**config.mk**
```make
export PLATFORM = sky130hd
export DESIGN_NAME = cache_flush_ctrl
export DESIGN_NICKNAME = d
export VERILOG_FILES = /design/src/rtl/cache_flush_ctrl.sv
export SDC_FILE = /design/constraint.sdc
export NUM_CORES = 1
export LEC_CHECK = 0
export CAP_MARGIN = 30
export CELL_PAD_IN_SITES_DETAIL_PLACEMENT = 0
export CELL_PAD_IN_SITES_GLOBAL_PLACEMENT = 1
export CORE_UTILIZATION = 39
export DETAILED_ROUTE_END_ITERATION = 10
export PLACE_DENSITY_LB_ADDON = 0.08
export SKIP_LAST_GASP = 1
export SLEW_MARGIN = 20
export SYNTH_ARGS = -nofsm -noshare
export SYNTH_HDL_FRONTEND = slang
export SYNTH_SLANG_ARGS = --single-unit
```
**constraint.sdc**
```tcl
create_clock -name clk -period 4.3 [get_ports clk]
set_clock_uncertainty 0.2 [all_clocks]
set_input_delay 0.86 -clock clk [delete_from_list [all_inputs] [get_ports clk]]
set_output_delay 0.86 -clock clk [all_outputs]
set_load 0.02 [all_outputs]
```
**src/rtl/cache_flush_ctrl.sv**
```systemverilog
// Flush sequencer: walks every set/way, writes back dirty lines and clears their dirty bits.
// Build option CACHE_FLUSH_INVALIDATE_EN additionally invalidates every line while advancing.
module cache_flush_ctrl #(
  parameter int NUMWAYS  = 4,
  parameter int NUMLINES = 128,
  parameter int SETLEN   = 7
) (
  input  logic               clk,
  input  logic               reset,
  input  logic               FlushReq,
  input  logic [NUMWAYS-1:0] DirtyWay,
  input  logic               WriteBackAck,
  output logic [SETLEN-1:0]  FlushAdr,
  output logic [NUMWAYS-1:0] FlushWay,
  output logic               FlushAdrSel,
  output logic               WriteBackReq,
  output logic               ClearDirty,
  output logic               ClearValid,
  output logic               Busy,
  output logic               FlushDone
);

  localparam int WAYLEN = $clog2(NUMWAYS);

  typedef enum logic [2:0] {
    IDLE    = 3'd0,
    READ    = 3'd1,
    CHECK   = 3'd2,
    WB      = 3'd3,
    CLEAN   = 3'd4,
    ADVANCE = 3'd5,
    DONE    = 3'd6
  } state_t;

  state_t             state_r;
  logic [SETLEN-1:0]  set_cnt_r;
  logic [WAYLEN-1:0]  way_cnt_r;
  logic [NUMWAYS-1:0] way_oh_r;
  logic               busy_r;
  logic               wb_req_r;
  logic               clr_dirty_r;
  logic               done_r;
  logic               last_way_s;
  logic               last_set_s;
  logic               line_dirty_s;

  assign last_way_s   = (way_cnt_r == WAYLEN'(NUMWAYS - 1));
  assign last_set_s   = (set_cnt_r == SETLEN'(NUMLINES - 1));
  assign line_dirty_s = DirtyWay[way_cnt_r];

  assign FlushAdr     = set_cnt_r;
  assign FlushWay     = way_oh_r;
  assign Busy         = busy_r;
  assign FlushAdrSel  = busy_r;
  assign WriteBackReq = wb_req_r;
  assign ClearDirty   = clr_dirty_r;
  assign FlushDone    = done_r;

  // Walk FSM; outputs are registered alongside the transition that enters each state.
  always_ff @(posedge clk or negedge reset) begin
    if (!reset) begin
      state_r     <= IDLE;
      set_cnt_r   <= '0;
      way_cnt_r   <= '0;
      way_oh_r    <= NUMWAYS'(1);
      busy_r      <= 1'b0;
      wb_req_r    <= 1'b0;
      clr_dirty_r <= 1'b0;
      done_r      <= 1'b0;
    end else begin
      busy_r      <= 1'b1;
      wb_req_r    <= 1'b0;
      clr_dirty_r <= 1'b0;
      done_r      <= 1'b0;
      case (state_r)
        IDLE: begin
          if (FlushReq) begin
            state_r   <= READ;
            set_cnt_r <= '0;
            way_cnt_r <= '0;
            way_oh_r  <= NUMWAYS'(1);
          end else begin
            busy_r <= 1'b0;
          end
        end
        READ: begin
          state_r <= CHECK;
        end
        CHECK: begin
          if (line_dirty_s) begin
            state_r  <= WB;
            wb_req_r <= 1'b1;
          end else begin
            state_r <= ADVANCE;
          end
        end
        WB: begin
          if (WriteBackAck) begin
            state_r     <= CLEAN;
            clr_dirty_r <= 1'b1;
          end else begin
            wb_req_r <= 1'b1;
          end
        end
        CLEAN: begin
          state_r <= ADVANCE;
        end
        ADVANCE: begin
          if (!last_way_s) begin
            state_r   <= READ;
            way_cnt_r <= way_cnt_r + WAYLEN'(1);
            way_oh_r  <= {way_oh_r[NUMWAYS-2:0], 1'b0};
          end else begin
            way_cnt_r <= '0;
            way_oh_r  <= NUMWAYS'(1);
            if (!last_set_s) begin
              state_r   <= READ;
              set_cnt_r <= set_cnt_r + SETLEN'(1);
            end else begin
              state_r   <= DONE;
              set_cnt_r <= '0;
              done_r    <= 1'b1;
            end
          end
        end
        DONE: begin
          // A request still held at completion chains straight into a new walk.
          if (FlushReq) begin
            state_r <= READ;
          end else begin
            state_r <= IDLE;
            busy_r  <= 1'b0;
          end
        end
        default: begin
          state_r <= IDLE;
          busy_r  <= 1'b0;
        end
      endcase
    end
  end

`ifdef CACHE_FLUSH_INVALIDATE_EN
  logic clr_valid_r;

  // Pulse on entry to ADVANCE so the line still shown during ADVANCE is invalidated.
  always_ff @(posedge clk or negedge reset) begin
    if (!reset) begin
      clr_valid_r <= 1'b0;
    end else begin
      clr_valid_r <= ((state_r == CHECK) && !line_dirty_s) || (state_r == CLEAN);
    end
  end

  assign ClearValid = clr_valid_r;
`else
  assign ClearValid = 1'b0;
`endif

endmodule

```
**After elaboration in Yosys (flattened, before gate mapping)**

Index checks and enable logic that the tools add are counted.

- Bits in registers: 20
- Bits in latches: 0
- RAM bits: 0
- ROM bits: 0
- Memories: 0

- $add $sub $neg: 2
- Multiply operators: 0
- Divide/modulo/power cells: 0
- $lt $le $gt $ge: 1
- Equality and inequality tests: 11
- Shifts and indexed selects: 0
- Multiplexer cells: 29
- Bitwise operators: 0
- Reductions and logical operators: 7

Operators by type and width:

| operator | count |
|---|---|
| $mux W7 | 3 |
| $pmux W3 S7 | 1 |
| $mux W3 | 5 |
| $pmux W7 S2 | 1 |
| $mux W1 | 10 |
| $eq A3 B3 Y1 const B | 3 |
| $mux W4 | 2 |
| $pmux W4 S2 | 1 |
| $add A7 B1 Y7 const B | 1 |
| $eq A7 B7 Y1 const B | 1 |
| $eq A3 B2 Y1 const B | 2 |
| $ne A2 B2 Y1 const B | 3 |
| $reduce_or A5 Y1 | 1 |
| $mux W2 | 2 |
| $pmux W1 S2 | 2 |
| $pmux W2 S2 | 1 |
| $reduce_and A2 Y1 | 2 |
| $eq A3 B1 Y1 const B | 1 |
| $logic_not A3 Y1 | 1 |
| $lt A2 B3 Y1 const B | 1 |
| $reduce_and A3 Y1 | 1 |
| $add A2 B1 Y2 const B | 1 |
| $bmux W1 S2 | 1 |
| $eq A2 B2 Y1 const B | 1 |
| other kinds (2) | 2 |

**Longest topological paths before layout**

- Depth in word-level cells: 4
- Mapped depth: 6

**Worst setup path before layout**

OpenSTA, ideal clock, no wires.

- Path type: input -> register
- From: in FlushReq
- To: reg set_cnt_r[5] (netlist: FlushAdr[5])
- Setup time: 80 ps
- Arrival time: 1853 ps
- Data required time: 4020 ps
- Path slack: 2167 ps
- Stages: 4
- Path buffers: 0
- Cells stage by stage: nor4b_4 > a21oi_2 > or4_4 > o211ai_2

- Word-level cells in the longest chain between the ends: 2

Ends and longest elaborated chain:

| element | RTL line | text |
|---|---|---|
| start, declared | 10 | `input logic FlushReq,` |
| $ne A2 B2 Y1 (no line) | -- |  |
| $reduce_and A3 Y1 (no line) | -- |  |
| end signal, assigned | 118 | `set_cnt_r <= set_cnt_r + SETLEN'(1);` |
| end, declared | 36 | `logic [SETLEN-1:0] set_cnt_r;` |

No other way between the ends.
A chain may end at the register's enable or synchronous reset.

**Worst setup path in the final report**

- From: reg way_oh_r[0] (netlist: FlushWay[0])
- To: out FlushWay[0]

RTL lines:

| element | RTL line | text |
|---|---|---|
| start, declared | 38 | `logic [NUMWAYS-1:0] way_oh_r;` |
| start signal, assigned | 112 | `way_oh_r <= {way_oh_r[NUMWAYS-2:0], 1'b0};` |
| end, declared | 14 | `output logic [NUMWAYS-1:0] FlushWay,` |

No word-level cell between the ends.

==> results.yml <==
run_status:
  status: "finished clean"
global_routing:
  grt_first_pass_wirelength_mm: 3.34
  gr-total-overflow: 0
  grt_pass1_vias: 737
  grt_antenna_before_repair: 0
  grt_max_degree: 21
  grt_usage_pct: 16.7
critical_path:
  path_class: "flop to primary output"
  reg2reg_depth: 4
  path_buf_inv: 1
  crit_path_cell_trace: "clkdlybuf4s50_1"
  cp-start-kind: "flop"
  end_kind: "primary output"
  cpMaxStageDelayCell: "clkdlybuf4s50_1"
  r2r_start: "state_r[1]"
  crit_fanout: 3
  critical_path_required_ps: 3240
  worstPathArrival_ps: 1470
  r2r_slack_ps: 2070
  path_delay_family: "buffers and inverters"
  regToRegEndpoint: "FlushAdr[5]"
  critPathMaxStageDelay_ps: 600
yosys:
  synth_edf_count: 0
  yosys.area.top_type: "dfrtp_1"
  syn-num-nets: 106
  yosys-top-cells-area: "dfrtp_1 47%, a21oi_1 4.0%, a32o_1 3.0%"
  synth_seq_area_share_pct: 49.8
  synth_top_area_share_pct: 47.2
  synth_warnings: 0
  avgSynthCellArea_um2: 10.5
  yosys.cell_count.top_type: "dfrtp_1"
  ys_top_cells_by_count: "19 x dfrtp_1, 8 x a21oi_1, 8 x nand2_1, 8 x nor2_1"
  synth.distinct_cells: 34
  ys_ff_latch: 20
  synth_ff_type: "dfrtp_1"
  synthArstFlopShare_pct: 100
  syn-cell-area_um2: 1010
  syn_inst: 96
placement:
  portBuffers: 23
  place_hpwl_mm: 1.44
  place.gp.congestion: 0.728
  place_area_um2: 1230
cts:
  cts_sinks: 20
  post_cts_buffers: 0
  cts_hold_buf: 0
  insertion_delay_ps: 300
  cts_root_buf: "clkbuf_4"
  cts_buffers: 3
  clk_path_buf_depth: 2
  clkTransAtPathRegs_ps: 110
  cts_tree: "built"
  cts-resized-gates: 0
  htreeDepth: 1
floorplan:
  die_w_um: 52.8
  die_h_um: 52.8
  fp.dieArea_um2: 2790
  initial_core_util_pct: 41.0
  core_um2: 2450
  num_rows: 18
  ios: 25
finish:
  drive_above_1_share_pct: 9.24
  diodes: 0
  syn_to_final_growth_pct: 26.5
  final_area_um2: 1270
  fill_cells: 256
  nets: 130
detailed_routing:
  first_pass_iters: 4
  wl_per_cell_um: 13.6
  postRouteAntennaNets: 0
  num_vias: 795
  post_drt_via_cell_ratio: 5.34
  wirelength_mm: 2.03
  drc_errors: 0
  first_iter_violations: 20
sta:
  finalSetupViolCount: 0
  rsz0062_at_grt: "no"
  post-route-period-util_pct: 58.9
  fin_hold_ws_ps: 329
  hold_viol: 0
  period_minus_slack_ps: 2530
  slew_violations: 0
  fmax_mhz: 395
  finalSetupTns_ps: 0
hold_path:
  worstHoldPathCells: 1
  worstHoldStart: "FlushWay[3]"
  hold_path.class: "flop to flop"
  min_to: "FlushWay[3]"
power_and_ir_drop:
  powerDensity_nw_per_um2: 582
  ir_worst_vdd_mv: 0.395
  p_leak_nw: 0.554
flow_run:
  max_cap_viol_count: 0
report_power, final:
| group | internal [mW] | switching, mW | leakage (nW) |
|---|---|---|---|
| combinational | 0.157 | 0.172 | 0.277 |
| sequential | 0.249 | 0.0698 | 0.262 |
| clock | 0.0362 | 0.0571 | 0.0150 |
| total | 0.442 | 0.299 | 0.554 |
how the worst max path moves through the flow:
stage	cells after the start	end	start
final	1	FlushWay[0]	FlushWay[0]
after global routing	1	FlushWay[0]	FlushWay[0]
after CTS	1	FlushWay[0]	FlushWay[0]
after detailed placement	5	FlushAdr[5]	FlushReq
after global placement	5	FlushAdr[5]	FlushReq
after floorplan	4	FlushAdr[5]	FlushReq
worst reg2reg max path, stage by stage, from the launching register on:
cell and delay [ps]:
dfrtp_1 500, and3b_1 550, o21ai_1 300, or4_4 540, o211ai_2 80
state kept, by name, summed over array words and instances (netlist names):
| name | flops |
|---|---|
| Busy | 1 |
| FlushAdr | 7 |
| way_cnt_r | 2 |
| ClearDirty | 1 |
| FlushWay | 4 |
| state_r | 3 |
| WriteBackReq | 1 |
| FlushDone | 1 |
per-stage QoR:
step | power [mW] | setup WS (ps) | utilization (%) | cells
floorplan | 0.547 | 2170 | - | 96
global placement | 0.647 | 1530 | 50.2 | 144
detailed placement | 0.651 | 1490 | 50.2 | 144
CTS | 0.748 | 1760 | 51.3 | 148
global route | 0.797 | 1720 | 51.9 | 149
finish | 0.741 | 1770 | 51.9 | 149
cells in the final DEF (no fill, tap or decap), types with 4 or more instances in the layout:
master and n:
dfrtp_1 19, nor2_1 8, nand3_1 5, nand2_1 8, a21oi_1 8, nor3_1 5, clkdlybuf4s50_1 23, nand2b_1 4
layout make-up:
cell class | count | area, µm² | share of cell area (%)
Multi-Input combinational cell | 69 | 455 | 35.8
Sequential cell | 20 | 502 | 39.4
Clock buffer | 4 | 26.3 | 2.06
Tap cell | 30 | 37.5 | 2.95
Inverter | 2 | 7.51 | 0.589
Timing Repair Buffer | 24 | 245 | 19.3
routing by layer:
layer	share of wire (%)	global-route usage [%]	vias to the layer above
li1	-	-	394
met1	48	22.7	378
met2	45	25.7	21
met3	5.8	5.22	2
met4	0.74	3.95	0
met5	0	0	-
logic make-up (layout without fill, tap and decap cells):
| family | count (synthesis) | count (layout) | share of synthesized area (%) |
|---|---|---|---|
| and+or+nand+nor | 37 | 37 | 20.5 |
| muxes | 2 | 2 | 3.35 |
| AOI/OAI and AO/OA | 26 | 26 | 17.6 |
| DFF | 20 | 20 | 49.8 |
| adders and majority gates | 2 | 2 | 2.48 |
| other | 1 | 1 | 0.372 |
| xor gates and xnor gates | 1 | 1 | 0.870 |
| buffers and inverters | 7 | 30 | 4.97 |
Power figures use the tool's default switching activity.
